$ cat src/rtl/ahblite_interconnect_slaveport.sv
// Slave-side port of an AHB-Lite multi-layer interconnect (one instance per slave).
// Arbitrates among the masters that address this slave (round-robin, lock aware),
// muxes the owner's address phase and the data-phase owner's write data onto the
// slave, and routes the slave response back to the master owning the data phase.
//
// Handshake: a transfer phase completes on a rising HCLK edge where the slave's
// HREADYOUT is high. A master seeing HREADY low must hold its address/control
// (and write data) stable until HREADY is seen high.
module ahblite_interconnect_slaveport #(
    parameter int MASTER      = 2,
    parameter int HADDR_WIDTH = 32,
    parameter int HDATA_WIDTH = 32
) (
    input  logic                                   HCLK,
    input  logic                                   HRESET,
    input  logic [MASTER-1:0]                      mst_HSEL_i,
    input  logic [MASTER-1:0]                      mst_switch_i,
    input  logic [MASTER-1:0][1:0]                 mst_HTRANS_i,
    input  logic [MASTER-1:0][2:0]                 mst_HBURST_i,
    input  logic [MASTER-1:0][2:0]                 mst_HSIZE_i,
    input  logic [MASTER-1:0]                      mst_HWRITE_i,
    input  logic [MASTER-1:0][HADDR_WIDTH-1:0]     mst_HADDR_i,
    input  logic [MASTER-1:0][HDATA_WIDTH-1:0]     mst_HWDATA_i,
    input  logic [MASTER-1:0]                      mst_HMASTLOCK_i,
    input  logic [MASTER-1:0][6:0]                 mst_HPROT_i,
    input  logic [MASTER-1:0]                      mst_HNONSEC_i,
    input  logic [MASTER-1:0]                      mst_HEXCL_i,
    input  logic [MASTER-1:0][3:0]                 mst_HMASTER_i,
    output logic [MASTER-1:0]                      mst_grant_o,
    output logic [MASTER-1:0]                      mst_HREADY_o,
    output logic [MASTER-1:0][HDATA_WIDTH-1:0]     mst_HRDATA_o,
    output logic [MASTER-1:0]                      mst_HRESP_o,
    output logic [MASTER-1:0]                      mst_HEXOKAY_o,
    output logic                                   slv_HSEL_o,
    output logic [1:0]                             slv_HTRANS_o,
    output logic [2:0]                             slv_HBURST_o,
    output logic [2:0]                             slv_HSIZE_o,
    output logic                                   slv_HWRITE_o,
    output logic [HADDR_WIDTH-1:0]                 slv_HADDR_o,
    output logic                                   slv_HMASTLOCK_o,
    output logic [6:0]                             slv_HPROT_o,
    output logic                                   slv_HNONSEC_o,
    output logic                                   slv_HEXCL_o,
    output logic [3:0]                             slv_HMASTER_o,
    output logic [HDATA_WIDTH-1:0]                 slv_HWDATA_o,
    output logic                                   slv_HREADY_o,
    input  logic [HDATA_WIDTH-1:0]                 slv_HRDATA_i,
    input  logic                                   slv_HREADYOUT_i,
    input  logic                                   slv_HRESP_i,
    input  logic                                   slv_HEXOKAY_i
);

    localparam int         IDX_W         = (MASTER > 1) ? $clog2(MASTER) : 1;
    localparam logic [1:0] HTRANS_IDLE   = 2'b00;
    localparam logic [1:0] HTRANS_NONSEQ = 2'b10;

    logic [MASTER-1:0] owner;
    logic [IDX_W-1:0]  owner_idx;
    logic [IDX_W-1:0]  rr_ptr;
    logic              lock_hold;
    logic              dph_valid;
    logic [IDX_W-1:0]  dph_owner;

    logic [MASTER-1:0] req;
    logic              arb_point;
    logic              rr_found;
    logic [IDX_W-1:0]  rr_next;
    logic [MASTER-1:0] owner_nxt;
    logic              addr_active;

    // Index of the master that is 'off' positions after 'base', wrapping at MASTER.
    function automatic logic [IDX_W-1:0] wrap_idx(input int base, input int off);
        int s;
        s = (base + off) % MASTER;
        return IDX_W'(s);
    endfunction

    // Encode the one-hot owner into an index used by all muxes.
    always_comb begin
        owner_idx = '0;
        for (int m = 0; m < MASTER; m++) begin
            if (owner[m]) owner_idx = IDX_W'(m);
        end
    end

    // Requests are new transfers only; bursts continue under the current owner.
    always_comb begin
        req = '0;
        for (int m = 0; m < MASTER; m++) begin
            req[m] = mst_HSEL_i[m] && (mst_HTRANS_i[m] == HTRANS_NONSEQ);
        end
    end

    assign arb_point = slv_HREADYOUT_i && mst_switch_i[owner_idx] && !lock_hold;

    // Round-robin search for the first requester after the last-granted master.
    always_comb begin
        rr_found  = 1'b0;
        rr_next   = rr_ptr;
        owner_nxt = '0;
        for (int i = 1; i <= MASTER; i++) begin
            if (!rr_found && req[wrap_idx(int'(rr_ptr), i)]) begin
                rr_found = 1'b1;
                rr_next  = wrap_idx(int'(rr_ptr), i);
            end
        end
        owner_nxt[rr_next] = 1'b1;
    end

    // Address-phase mux driven by the current owner.
    assign slv_HSEL_o      = mst_HSEL_i[owner_idx];
    assign slv_HTRANS_o    = mst_HSEL_i[owner_idx] ? mst_HTRANS_i[owner_idx] : HTRANS_IDLE;
    assign slv_HBURST_o    = mst_HBURST_i[owner_idx];
    assign slv_HSIZE_o     = mst_HSIZE_i[owner_idx];
    assign slv_HWRITE_o    = mst_HWRITE_i[owner_idx];
    assign slv_HADDR_o     = mst_HADDR_i[owner_idx];
    assign slv_HMASTLOCK_o = mst_HMASTLOCK_i[owner_idx];
    assign slv_HPROT_o     = mst_HPROT_i[owner_idx];
    assign slv_HNONSEC_o   = mst_HNONSEC_i[owner_idx];
    assign slv_HEXCL_o     = mst_HEXCL_i[owner_idx];
    assign slv_HMASTER_o   = mst_HMASTER_i[owner_idx];
    assign slv_HREADY_o    = slv_HREADYOUT_i;
    assign addr_active     = slv_HSEL_o && slv_HTRANS_o[1];

    // Write data follows the data-phase owner, not the address-phase owner.
    assign slv_HWDATA_o    = mst_HWDATA_i[dph_owner];
    assign mst_grant_o     = owner;
    assign mst_HRDATA_o    = {MASTER{slv_HRDATA_i}};

    // Ownership, round-robin pointer, bus lock and data-phase tracking.
    always_ff @(posedge HCLK) begin
        if (HRESET) begin
            owner     <= {{(MASTER-1){1'b0}}, 1'b1};
            rr_ptr    <= '0;
            lock_hold <= 1'b0;
            dph_valid <= 1'b0;
            dph_owner <= '0;
        end else begin
            if (arb_point && rr_found) begin
                owner  <= owner_nxt;
                rr_ptr <= rr_next;
            end
            if (slv_HREADYOUT_i) begin
                if (addr_active) lock_hold <= mst_HMASTLOCK_i[owner_idx];
                dph_valid <= addr_active;
                dph_owner <= owner_idx;
            end
        end
    end

    // Response routing: data-phase owner sees the slave, waiting requesters stall.
    always_comb begin
        mst_HREADY_o  = '1;
        mst_HRESP_o   = '0;
        mst_HEXOKAY_o = '0;
        for (int m = 0; m < MASTER; m++) begin
            if (dph_valid && (dph_owner == IDX_W'(m))) begin
                mst_HREADY_o[m]  = slv_HREADYOUT_i;
                mst_HRESP_o[m]   = slv_HRESP_i;
                mst_HEXOKAY_o[m] = slv_HEXOKAY_i;
            end else if (req[m] && !owner[m]) begin
                mst_HREADY_o[m]  = 1'b0;
            end
        end
    end

endmodule
$ cat config.mk
export PLATFORM = sky130hd
export DESIGN_NAME = ahblite_interconnect_slaveport
export DESIGN_NICKNAME = d
export VERILOG_FILES = /design/src/rtl/ahblite_interconnect_slaveport.sv
export SDC_FILE = /design/constraint.sdc
export NUM_CORES = 1
export LEC_CHECK = 0
export ABC_CLOCK_PERIOD_IN_PS = 3970
export CORE_AREA = 10 10 139 141
export DETAILED_ROUTE_END_ITERATION = 12
export DIE_AREA = 0 0 149 151
export SYNTH_ARGS = -nofsm -noshare
export SYNTH_HDL_FRONTEND = slang
export SYNTH_SLANG_ARGS = --single-unit
$ cat constraint.sdc
create_clock -name HCLK -period 3.97 [get_ports HCLK]
set_input_delay 0.794 -clock HCLK [delete_from_list [all_inputs] [get_ports HCLK]]
set_output_delay 0.794 -clock HCLK [all_outputs]
set_load 0.05 [all_outputs]
==> flow_metrics.env <==
export IMPL_cap_viol_max_count=0
export IMPL_worstHoldPathType="reg2reg"
export IMPL_rrSetupSlack_ns=2.27
export IMPL_power_per_cell_area_nw_per_um2=180
export IMPL_antenna_found_initial=0
export IMPL_critPathCaptureType="output pin"
export IMPL_vias=2286
export IMPL_p_int_w=0.000480
export IMPL_synth_cell_type_count=23
export IMPL_area_delta_synth_final_pct=139
export IMPL_grt_ovfl_total=0
export IMPL_insertion_delay_ns=0.23
export IMPL_yosysTopAreaCellShare=0.522
export IMPL_post_drt_via_cell_ratio=3.62
export IMPL_worst_pin_slew_ns=0.577
export IMPL_antenna_cells=0
export IMPL_cts_setup_buffers=0
export IMPL_drv_slew=0
export IMPL_holdCritStartpoint="lock_hold"
export IMPL_setup_viol=0
export IMPL_yosysWarnings=0
export IMPL_fin_nets=628
export IMPL_p_seq_frac=0.070
export IMPL_cts_buffer_depth=2
export IMPL_mappedNetlistArea_um2=1880
export IMPL_drtPass1Iterations=4
export IMPL_grt_max_degree=35
export IMPL_power_frac_clock=0.207
export IMPL_fillers=1702
export IMPL_r2r_start="mst_grant_o[1]"
export IMPL_min_period_ns=3.26
export IMPL_drive_gt1_frac=0.238
export IMPL_max_freq_mhz=307
export IMPL_finClkSkew_ns=0.00425
export IMPL_syn_nets=419
export IMPL_cts_root_buf="clkbuf_16"
export IMPL_yosys_top_cells_area="mux2_2 52%, buf_4 28%, dfxtp_1 5.3%"
export IMPL_dieArea_um2=22500
export IMPL_num_rows=47
export IMPL_cts_tree="yes"
export IMPL_grt_pass1_wl_um=16900
export IMPL_ant_nets=0
export IMPL_drc=0
export IMPL_rsz0062_at_grt="false"
export IMPL_final_common_cell="clkdlybuf4s50_1"
export IMPL_cts_clk_slew_worst_paths_ns=0.04
export IMPL_core_area_um2=16500
export IMPL_status="finished clean"
export IMPL_cpPeakStageDelay_ns=0.85
export IMPL_synth_top_cell_by_area="mux2_2"
export IMPL_worst_r2r_path_depth=4
export IMPL_ys_ff_latch=5
export IMPL_hold_depth=2
export IMPL_track_usage=0.0980
export IMPL_pwr_share_comb=0.724
export IMPL_yosysSeqAreaShare=0.0534
export IMPL_crit_chain="clkdlybuf4s50_1 > mux2_2 > and2_1 > clkdlybuf4s50_1"
export IMPL_slew_headroom=0.614
export IMPL_cts_htree_levels=1
export IMPL_worstSetupPathType="in2out"
export IMPL_portBuffers=279
export IMPL_cts_buffers=3
export IMPL_drt_iter0_drc=51
export IMPL_final_cell_mix="277 x clkdlybuf4s50_1, 87 x mux2_2, 5 x nor2_1"
export IMPL_initial_core_util=0.114
export IMPL_p_sw_frac=0.404
export IMPL_min_period_over_period=0.822
export IMPL_die_h_um=151
export IMPL_r2r_end="mst_grant_o[1]"
export IMPL_cpMaxStageDelayCell="clkdlybuf4s50_1"
export IMPL_arrival_ns=2.47
export IMPL_critPathRequiredTime_ns=3.18
export IMPL_critPathMostFrequentCell="clkdlybuf4s50_1"
export IMPL_p_sw_w=0.000325
export IMPL_drt_total_wl_um=12100
export IMPL_cts_sinks=5
export IMPL_place_congestion=0.880
export IMPL_worstPathMaxFanout=3
export IMPL_ir_worst_vdd_mv=0.134
export IMPL_setup_tns_ns=0
export IMPL_syn_area_per_cell_um2=9.19
export IMPL_io_pins=376
export IMPL_grt_pass1_vias=2671
export IMPL_holdWs_ns=0.474
export IMPL_hold_violations=0
export IMPL_min_to="lock_hold"
export IMPL_crit_path_start_kind="input port"
export IMPL_cts_resized=0
export IMPL_leakagePower_nw=1.60
export IMPL_wire_per_inst_um=19.2
export IMPL_dp_hpwl_um=11100
export IMPL_fin_util=0.272
export IMPL_synthCells=204
export IMPL_die_w_um=149
export IMPL_cts_hold_buffers=0
[flip-flops by register name, summed over array words and instances, names as in the netlist]
register	count
dph_valid	1
dph_owner	1
lock_hold	1
mst_grant_o	2
[worst max-delay path by stage]
stage	endpoint	slack (ns)	startpoint
after detailed placement	slv_HTRANS_o[0]	0.68	mst_HSEL_i[0]
after floorplan	mst_HREADY_o[1]	1.38	mst_HSEL_i[1]
after global placement	slv_HTRANS_o[0]	0.71	mst_HSEL_i[1]
after CTS	slv_HTRANS_o[0]	0.68	mst_HSEL_i[0]
after global routing	slv_HTRANS_o[0]	0.62	mst_HSEL_i[0]
final	slv_HTRANS_o[0]	0.71	mst_HSEL_i[1]
[metrics by stage]
step	cells	setup slack (ns)	area [µm²]	total power (W)
2_1_floorplan	204	1.38	1880	0.000513
3_3_place_gp	628	0.705	4410	0.000642
3_5_place_dp	628	0.683	4410	0.000644
4_1_cts	632	0.680	4480	0.000815
5_1_grt	632	0.620	4480	0.000842
6_report	632	0.708	4480	0.000805
[synth_stat cells]
| cell type | number |
|---|---|
| nor2b_1 | 3 |
| buf_2 | 8 |
| dfxtp_1 | 5 |
| a311oi_1 | 1 |
| and3_4 | 1 |
| buf_6 | 1 |
| nand3_1 | 2 |
| mux2_2 | 87 |
| nor2_1 | 5 |
| buf_4 | 69 |
| a32oi_1 | 1 |
| and3_1 | 2 |
| and3b_1 | 2 |
| a22oi_1 | 2 |
| a21oi_1 | 3 |
| a22o_1 | 1 |
| and2_1 | 3 |
| mux2_4 | 1 |
| inv_1 | 1 |
| nand3b_1 | 1 |
| mux2i_1 | 2 |
| nand2b_1 | 2 |
| nand2_1 | 1 |
[layer usage]
metal,up-vias,GRT usage,wire length (µm)
met5,-,0,0
met2,186,0.187,6300
li1,1065,-,-
met1,1012,0.0882,3910
met3,23,0.0600,1780
met4,0,0.0128,127
[power groups by stage]
stage                     registers, W  clock network [W]  logic [W]
after global routing         0.0000563           0.000175   0.000610
after global placement       0.0000564                  0   0.000586
after detailed placement     0.0000567                  0   0.000587
after floorplan              0.0000547                  0   0.000459
final                        0.0000561           0.000167   0.000583
after CTS                    0.0000560           0.000169   0.000590
[area by class of cell]
cell class                 instances  area (µm²)  share of cell area
clock buffer                       4        78.8              0.0176
inverter                           1        3.75            0.000837
multi-input combinational        120        1200               0.268
sequential                         5         101              0.0226
tap                              220         275              0.0614
timing repair buffer             282        2820               0.629
[cells by family (layout without fill, tap and decap cells)]
logic type / after synthesis / after routing / share of synthesized area
compound gates: 8 / 8 / 0.0300
buf+inv: 79 / 287 / 0.306
flops: 5 / 5 / 0.0534
mux: 90 / 90 / 0.541
simple gates: 22 / 22 / 0.0700
[critical path, delay by kind of cell]
kind                   cells  cell delay, ns
buffers and inverters      2            1.35
muxes                      1            0.16
and+or+nand+nor            1            0.16
(Power assumes the default switching activity.)
